--- src/rtl/shift_counter_ctrl.sv ---
// shift_counter_ctrl: command-driven sequencer for a WIDTH-bit Johnson or ring
// shift counter. A command (mode, dir, steps) is accepted in IDLE, the counter
// is seeded in LOAD, advanced steps times in RUN (pausable/abortable), and DONE
// pulses for one cycle.
// Optional macro: ILLEGAL_STATE_CHECK_EN -- checks the counter pattern before
// every shift, reseeds on an illegal pattern and raises the sticky err flag.
module shift_counter_ctrl #(
  parameter int WIDTH = 4,
  parameter int CNT_W = 8
) (
  input  logic             clk,
  input  logic             reset,
  input  logic             cmd_valid,
  output logic             cmd_ready,
  input  logic             cmd_mode,
  input  logic             cmd_dir,
  input  logic [CNT_W-1:0] cmd_steps,
  input  logic             pause,
  input  logic             abort,
  output logic [WIDTH-1:0] q,
  output logic             busy,
  output logic             done,
  output logic [CNT_W-1:0] steps_left,
  output logic             err
);

  typedef enum logic [1:0] {IDLE, LOAD, RUN, DONE} state_e;

  state_e           state_q, state_d;
  logic             mode_q, mode_d;
  logic             dir_q, dir_d;
  logic [CNT_W-1:0] steps_q, steps_d;
  logic [WIDTH-1:0] q_q, q_d;
  logic [CNT_W-1:0] sl_q, sl_d;
  logic [WIDTH-1:0] seed;
  logic [WIDTH-1:0] shifted;

  // Ring starts with a single one in the LSB; Johnson starts all-zero.
  assign seed = {{(WIDTH-1){1'b0}}, mode_q};

  // One shift of the counter in the latched mode and direction.
  always_comb begin
    shifted = q_q;
    case ({mode_q, dir_q})
      2'b00:   shifted = {q_q[WIDTH-2:0], ~q_q[WIDTH-1]};
      2'b01:   shifted = {~q_q[0], q_q[WIDTH-1:1]};
      2'b10:   shifted = {q_q[WIDTH-2:0], q_q[WIDTH-1]};
      default: shifted = {q_q[0], q_q[WIDTH-1:1]};
    endcase
  end

`ifdef ILLEGAL_STATE_CHECK_EN
  logic             err_q, err_d;
  logic [WIDTH-1:0] edges;
  logic             legal;

  // A Johnson pattern has at most two 0/1 boundaries around the ring; a ring
  // pattern is one-hot.
  assign edges = q_q ^ {q_q[WIDTH-2:0], q_q[WIDTH-1]};
  assign legal = mode_q ? ($countones(q_q) == 1) : ($countones(edges) <= 2);
  assign err   = err_q;
`else
  assign err = 1'b0;
`endif

  // Next-state, datapath and command-latch logic.
  always_comb begin
    state_d = state_q;
    mode_d  = mode_q;
    dir_d   = dir_q;
    steps_d = steps_q;
    q_d     = q_q;
    sl_d    = sl_q;
`ifdef ILLEGAL_STATE_CHECK_EN
    err_d   = err_q;
`endif
    case (state_q)
      IDLE: begin
        if (cmd_valid) begin
          mode_d  = cmd_mode;
          dir_d   = cmd_dir;
          steps_d = cmd_steps;
`ifdef ILLEGAL_STATE_CHECK_EN
          err_d   = 1'b0;
`endif
          state_d = LOAD;
        end
      end
      LOAD: begin
        // The seed lands even when the command is aborted here.
        q_d = seed;
        if (abort) begin
          sl_d    = '0;
          state_d = IDLE;
        end else begin
          sl_d    = steps_q;
          state_d = (steps_q != '0) ? RUN : DONE;
        end
      end
      RUN: begin
        if (abort) begin
          sl_d    = '0;
          state_d = IDLE;
        end else if (!pause) begin
`ifdef ILLEGAL_STATE_CHECK_EN
          if (!legal) begin
            // Corrupted pattern: restart from the seed without using a step.
            q_d   = seed;
            err_d = 1'b1;
          end else begin
            q_d  = shifted;
            sl_d = sl_q - CNT_W'(1);
            if (sl_q == CNT_W'(1)) state_d = DONE;
          end
`else
          q_d  = shifted;
          sl_d = sl_q - CNT_W'(1);
          if (sl_q == CNT_W'(1)) state_d = DONE;
`endif
        end
      end
      DONE:    state_d = IDLE;
      default: state_d = IDLE;
    endcase
  end

  // State and datapath registers, cleared asynchronously.
  always_ff @(posedge clk or negedge reset) begin
    if (!reset) begin
      state_q <= IDLE;
      mode_q  <= 1'b0;
      dir_q   <= 1'b0;
      steps_q <= '0;
      q_q     <= '0;
      sl_q    <= '0;
`ifdef ILLEGAL_STATE_CHECK_EN
      err_q   <= 1'b0;
`endif
    end else begin
      state_q <= state_d;
      mode_q  <= mode_d;
      dir_q   <= dir_d;
      steps_q <= steps_d;
      q_q     <= q_d;
      sl_q    <= sl_d;
`ifdef ILLEGAL_STATE_CHECK_EN
      err_q   <= err_d;
`endif
    end
  end

  assign cmd_ready  = (state_q == IDLE);
  assign busy       = (state_q == LOAD) || (state_q == RUN);
  assign done       = (state_q == DONE);
  assign q          = q_q;
  assign steps_left = sl_q;

endmodule

--- config.mk ---
export PLATFORM = sky130hd
export DESIGN_NAME = shift_counter_ctrl
export DESIGN_NICKNAME = d
export VERILOG_FILES = /design/src/rtl/shift_counter_ctrl.sv
export SDC_FILE = /design/constraint.sdc
export NUM_CORES = 1
export LEC_CHECK = 0
export ABC_AREA = 1
export CAP_MARGIN = 10
export CORE_MARGIN = 2
export CORE_UTILIZATION = 30
export CTS_CLUSTER_SIZE = 8
export DETAILED_ROUTE_END_ITERATION = 10
export GPL_TIMING_DRIVEN = 0
export HOLD_SLACK_MARGIN = 0.03
export PLACE_DENSITY_LB_ADDON = 0.15
export RECOVER_POWER = 25
export SYNTH_ARGS = -nofsm -noshare
export SYNTH_HDL_FRONTEND = slang
export SYNTH_SLANG_ARGS = --single-unit
--- constraint.sdc ---
create_clock -name clk -period 2 [get_ports clk]
set_clock_uncertainty 0.2 [all_clocks]
set_input_delay 0.4 -clock clk [delete_from_list [all_inputs] [get_ports clk]]
set_output_delay 0.4 -clock clk [all_outputs]
set_load 0.01 [all_outputs]
Word level (Yosys, flattened, before mapping)
Index checks and enable logic that the tools add are counted.
Operators by class
  eq/ne operators: 11
  bitwise gates (word level): 2
  multiply operators: 0
  div/mod/pow operators: 0
  mux-type cells: 15
  reduce and logical (&&, ||, !) cells: 9
  shifts and indexed selects: 0
  $add $sub $neg: 1
  order comparisons: 0
Operators with widths (count)
  $mux 8: 3
  $pmux 8 s2: 1
  $pmux 4 s3: 1
  $mux 2: 5
  $eq 8x1->1 const B: 1
  $mux 4: 2
  $pmux 2 s4: 1
  $pmux 4 s2: 1
  $reduce_bool 8->1: 1
  $sub 8x1->8 const B: 1
  $eq 2x2->1 const B: 3
  $ne 2x2->1 const B: 3
  $ne 3x3->1 const B: 2
  $reduce_and 3->1: 2
  $eq 2x1->1 const B: 2
  $logic_not 2->1: 2
  $reduce_and 2->1: 2
  $not 1->1: 2
  $reduce_bool 2->1: 1
  $logic_or 1x1->1: 1
  $mux 1: 1
Word-level totals
  input port bits: 15
  bits in registers: 24
  ROM bits: 0
  word-level logic and storage cells: 44
  memories kept: 0
  latch bits: 0
  memory bits (writable): 0
  output and inout port bits: 16

Logic depth before layout (Yosys ltp)
  word-level depth: 5
  gate-level depth with buffers: 9
  mapped depth without buffers: 9

Worst setup path after synthesis
OpenSTA, ideal clock, no wires.
  path type: flip-flop to flip-flop
  start point: reg state_q[0]
  end point: reg q_q[0], in the netlist q[0]
  period minus slack after synthesis: 1.590 ns
  cell stages (with the launch flop): 9
  setup slack: 0.410 ns
  data arrival time: 1.269 ns
  setup time: 0.121 ns
  path buffers: 0
  data required time: 1.679 ns
  cell sequence: dfrtp_1 -> inv_1 -> ha_1 -> inv_2 -> nor2_8 -> nand2_2 -> nand2_2 -> o21ai_1 -> o22a_1
Between the ends
  cells in the longest elaborated chain, start to end: 3
  elaborated cells between the ends (all ways): 7
  those cells by class: 4 x eq/ne; 1 x mux; 2 x reduce/logical
RTL lines
  start: declaration: line 29  | state_e state_q, state_d;
  start signal: assignment: line 140  | state_q <= state_d;
  $eq 2x2->1 or $eq 2x1->1 (tied branches): line 77  | case (state_q)
  $ne 2x2->1 (no line) or $reduce_bool 2->1 (tied branches)
  $reduce_and 3->1 (no line)
  end signal: assignment: line 144  | q_q <= q_d;
  end: declaration: line 33  | logic [WIDTH-1:0] q_q, q_d;
Parallel ways exist; a longest one is shown, timed or not.
A chain may end at the register's enable or synchronous reset.

Final worst setup path
  start point: reg state_q[1]
  end point: out busy
Between the ends
  cells in the longest elaborated chain, start to end: 2
  elaborated cells between the ends (all ways): 3
  those cells by class: 2 x eq/ne; 1 x reduce/logical
RTL lines
  $eq 2x1->1 or $eq 2x2->1 (tied branches): line 153  | assign busy = (state_q == LOAD) || (state_q == RUN);
  $logic_or 1x1->1 (*): line 153
  end: declaration: line 21  | output logic busy,
Every way passes the cells marked *; elsewhere a longest branch is shown, timed or not.

==> impl_metrics.toml <==
[cts]
cts_buffer_depth = 2
cts_tree = "done"
cts_hold_buf = 0
cts_made_buffers = 3
clock_latency_ns = 0.27
path_clk_slew_ns = 0.09
cts.sinks = 24
cts-root-buf = "clkbuf_8"
h-tree-depth = 1

[sta]
rsz0062_at_grt = "false"
setup_viol = 0
period_minus_slack_ns = 1.91
tightest_slew_ns = 0.584
slew_headroom_pct = 60.9
fin_ws_ns = 0.0872
slew_viol_final = 0
fmax_mhz = 523
hold_viol = 0
finalSetupTns_ns = 0
period_share_pct = 95.6

[detailed_routing]
wl_per_cell_um = 12.7
drt_pass1_iterations = 4
ant_nets = 0
wl_mm = 3.30
drc = 0
drtIter0Drc = 54
vias = 1236
viasPerCell = 4.75

[global_route]
grt_max_degree = 25
use_met1_pct = 19.2
use_met2_pct = 20.7
grt_pass1_vias = 1154
grt_usage_pct = 13.3
grt_use_met3_pct = 2.39
overflow = 0
grt_antenna_before_repair = 0
grt_pass1_wl_mm = 5.49
busiest_layer = "met2"

[pwr]
p_total_uw = 2800
leakagePower_uw = 0.000866
vdd_drop_max_mv = 0.646
p_per_area_nw_per_um2 = 1540

[setup_path]
crit_type = "flop to primary output"
rr_worst_depth = 8
cp.arrival_ns = 1.31
endpoint_kind = "primary output"
startpoint_type = "flop"
worstPathRequired_ns = 1.40
cp_max_fo = 3

[place]
dp_slack_ns = -0.104
dp_cells = 253
dp_hpwl_mm = 2.50
place.gp.congestion = 0.770
place_area_sq_um = 1740
port_buffers = 29

[worst_hold_path]
min_path_cells = 2
hold_class = "flop to flop"

[floorplanning]
die-height_um = 71.9
initial_core_util_pct = 31.5
core_sq_um = 4380
dieArea_sq_um = 5160
die_x_um = 71.9
ios = 31
fp-row-count = 24

[layout]
diodes = 0
drive_above_1_share_pct = 11.5
multi_input_area_sq_um = 673
final_cells = 260
regArea_sq_um = 601
fin_nets = 230
nFillCells = 443
area_growth_syn_to_layout_pct = 31.8
finish.instance_area_sq_um = 1820

[logic_synthesis]
synth_cell_type_count = 25
synth-async-reset-ratio_pct = 100
syn_inst = 172
synth_warnings = 0
yosysSeqAreaShare_pct = 43.5
syn_avg_cell_area_sq_um = 8.03
synth_flop_cell = "dfrtp_1"
syn_nets = 193
synthesis.area_sq_um = 1380
synth_edf_count = 0
ys_ff_latch = 24

[flow_run]
maxCapViolCount = 0

[run_status]
status = "finished clean"
[worst paths after layout]
| kind | from | end | slack, ns |
|---|---|---|---|
| min reg2reg | steps_q[0]$_DFFE_PN0P_ | steps_q[0]$_DFFE_PN0P_ | 0.34 |
| max in group asynchronous | reset | state_q[1]$_DFFE_PN0P_ | 0.33 |
| max | state_q[1]$_DFFE_PN0P_ | busy | 0.09 |
| min in group asynchronous | reset | steps_left[0]$_DFFE_PN0P_ | 0.36 |
| max reg2reg | state_q[0]$_DFFE_PN0P_ | q[0]$_DFFE_PN0P_ | 0.21 |
| min | steps_q[0]$_DFFE_PN0P_ | steps_q[0]$_DFFE_PN0P_ | 0.34 |
[cell families (layout without fill, tap and decap cells)]
kind of cell               after synthesis  after routing  share of synthesized area, %
and+or+nand+nor                         67             67                          22.5
AOI/OAI and AO/OA                       41             41                          16.1
buffers and inverters                   28             64                          8.15
DFF                                     24             24                          43.5
adders and majority gates                6              6                          5.43
muxes                                    5              5                          4.08
other                                    1              1                         0.271
[routing by layer]
metal,part of all wire (%),routed length (um),vias up
li1,-,-,641
met1,51,1670,571
met2,45,1480,22
met3,4.0,131,2
met4,0.58,19,0
met5,0,0,-
[worst max-delay path, cell delays in order (launching register included)]
cell and delay (ns):
dfrtp_1 0.39, inv_1 0.10, ha_2 0.27, dlygate4sd2_1 0.28
[layout by cell type, fill, tap and decap left out, types with 2 or more instances in the layout]
cell type	n
a22oi_1	2
o21ai_0	13
clkdlybuf4s50_1	25
inv_1	24
mux2_2	5
o22ai_1	4
buf_4	3
nand2_1	23
nand2_2	2
clkbuf_8	4
dfrtp_1	24
dlygate4sd2_1	3
nor2_2	2
nand3_1	13
nor2_1	22
nand2_4	2
o21ai_1	2
ha_1	5
a21oi_1	18
[stage by stage]
stage,hold WS [ns],utilization (%)
2_1_floorplan,-0.0956,-
3_3_place_gp,0.326,39.6
3_5_place_dp,0.329,39.6
4_1_cts,0.349,41.0
5_1_grt,0.370,41.5
6_report,0.344,41.5
[repair_timing]
action                                  CTS  global route
cloned                                    0             0
endpoints found under the setup margin    2             2
pin swaps                                 0             0
gates resized for setup                   4             1
setup buffers                             1             1
[registers in the layout, summed over array words and instances (netlist names)]
register / cells
steps_left: 8
steps_q: 8
q: 4
state_q: 2
dir_q: 1
mode_q: 1
[synth_stat cells (2+ instances only)]
| master | n | area, sq um |
|---|---|---|
| nor2_1 | 23 | 86.3 |
| nand2_4 | 2 | 22.5 |
| dfrtp_1 | 24 | 601 |
| o21ai_1 | 2 | 10.0 |
| mux2_2 | 5 | 56.3 |
| inv_1 | 24 | 90.1 |
| ha_1 | 6 | 75.1 |
| nand2_1 | 23 | 86.3 |
| nand2_2 | 2 | 12.5 |
| a22oi_1 | 2 | 15.0 |
| a21oi_1 | 18 | 90.1 |
| nand3_1 | 13 | 65.1 |
| o22ai_1 | 4 | 25.0 |
| o21ai_0 | 13 | 65.1 |
[power by group]
part | switching (uW) | total (uW) | internal (uW)
sequential | 203 | 914 | 710
combinational | 868 | 1550 | 680
clock | 166 | 342 | 176
total | 1240 | 2800 | 1570
[area by class of cell]
type / instances / area share, %
multi-input combinational: 120 / 37.0
sequential: 24 / 33.0
tap: 52 / 3.57
clock buffer: 4 / 3.02
buffer: 2 / 0.687
timing repair buffer: 32 / 17.3
inverter: 26 / 5.50
Note: power is estimated with default switching activity, not from simulation.
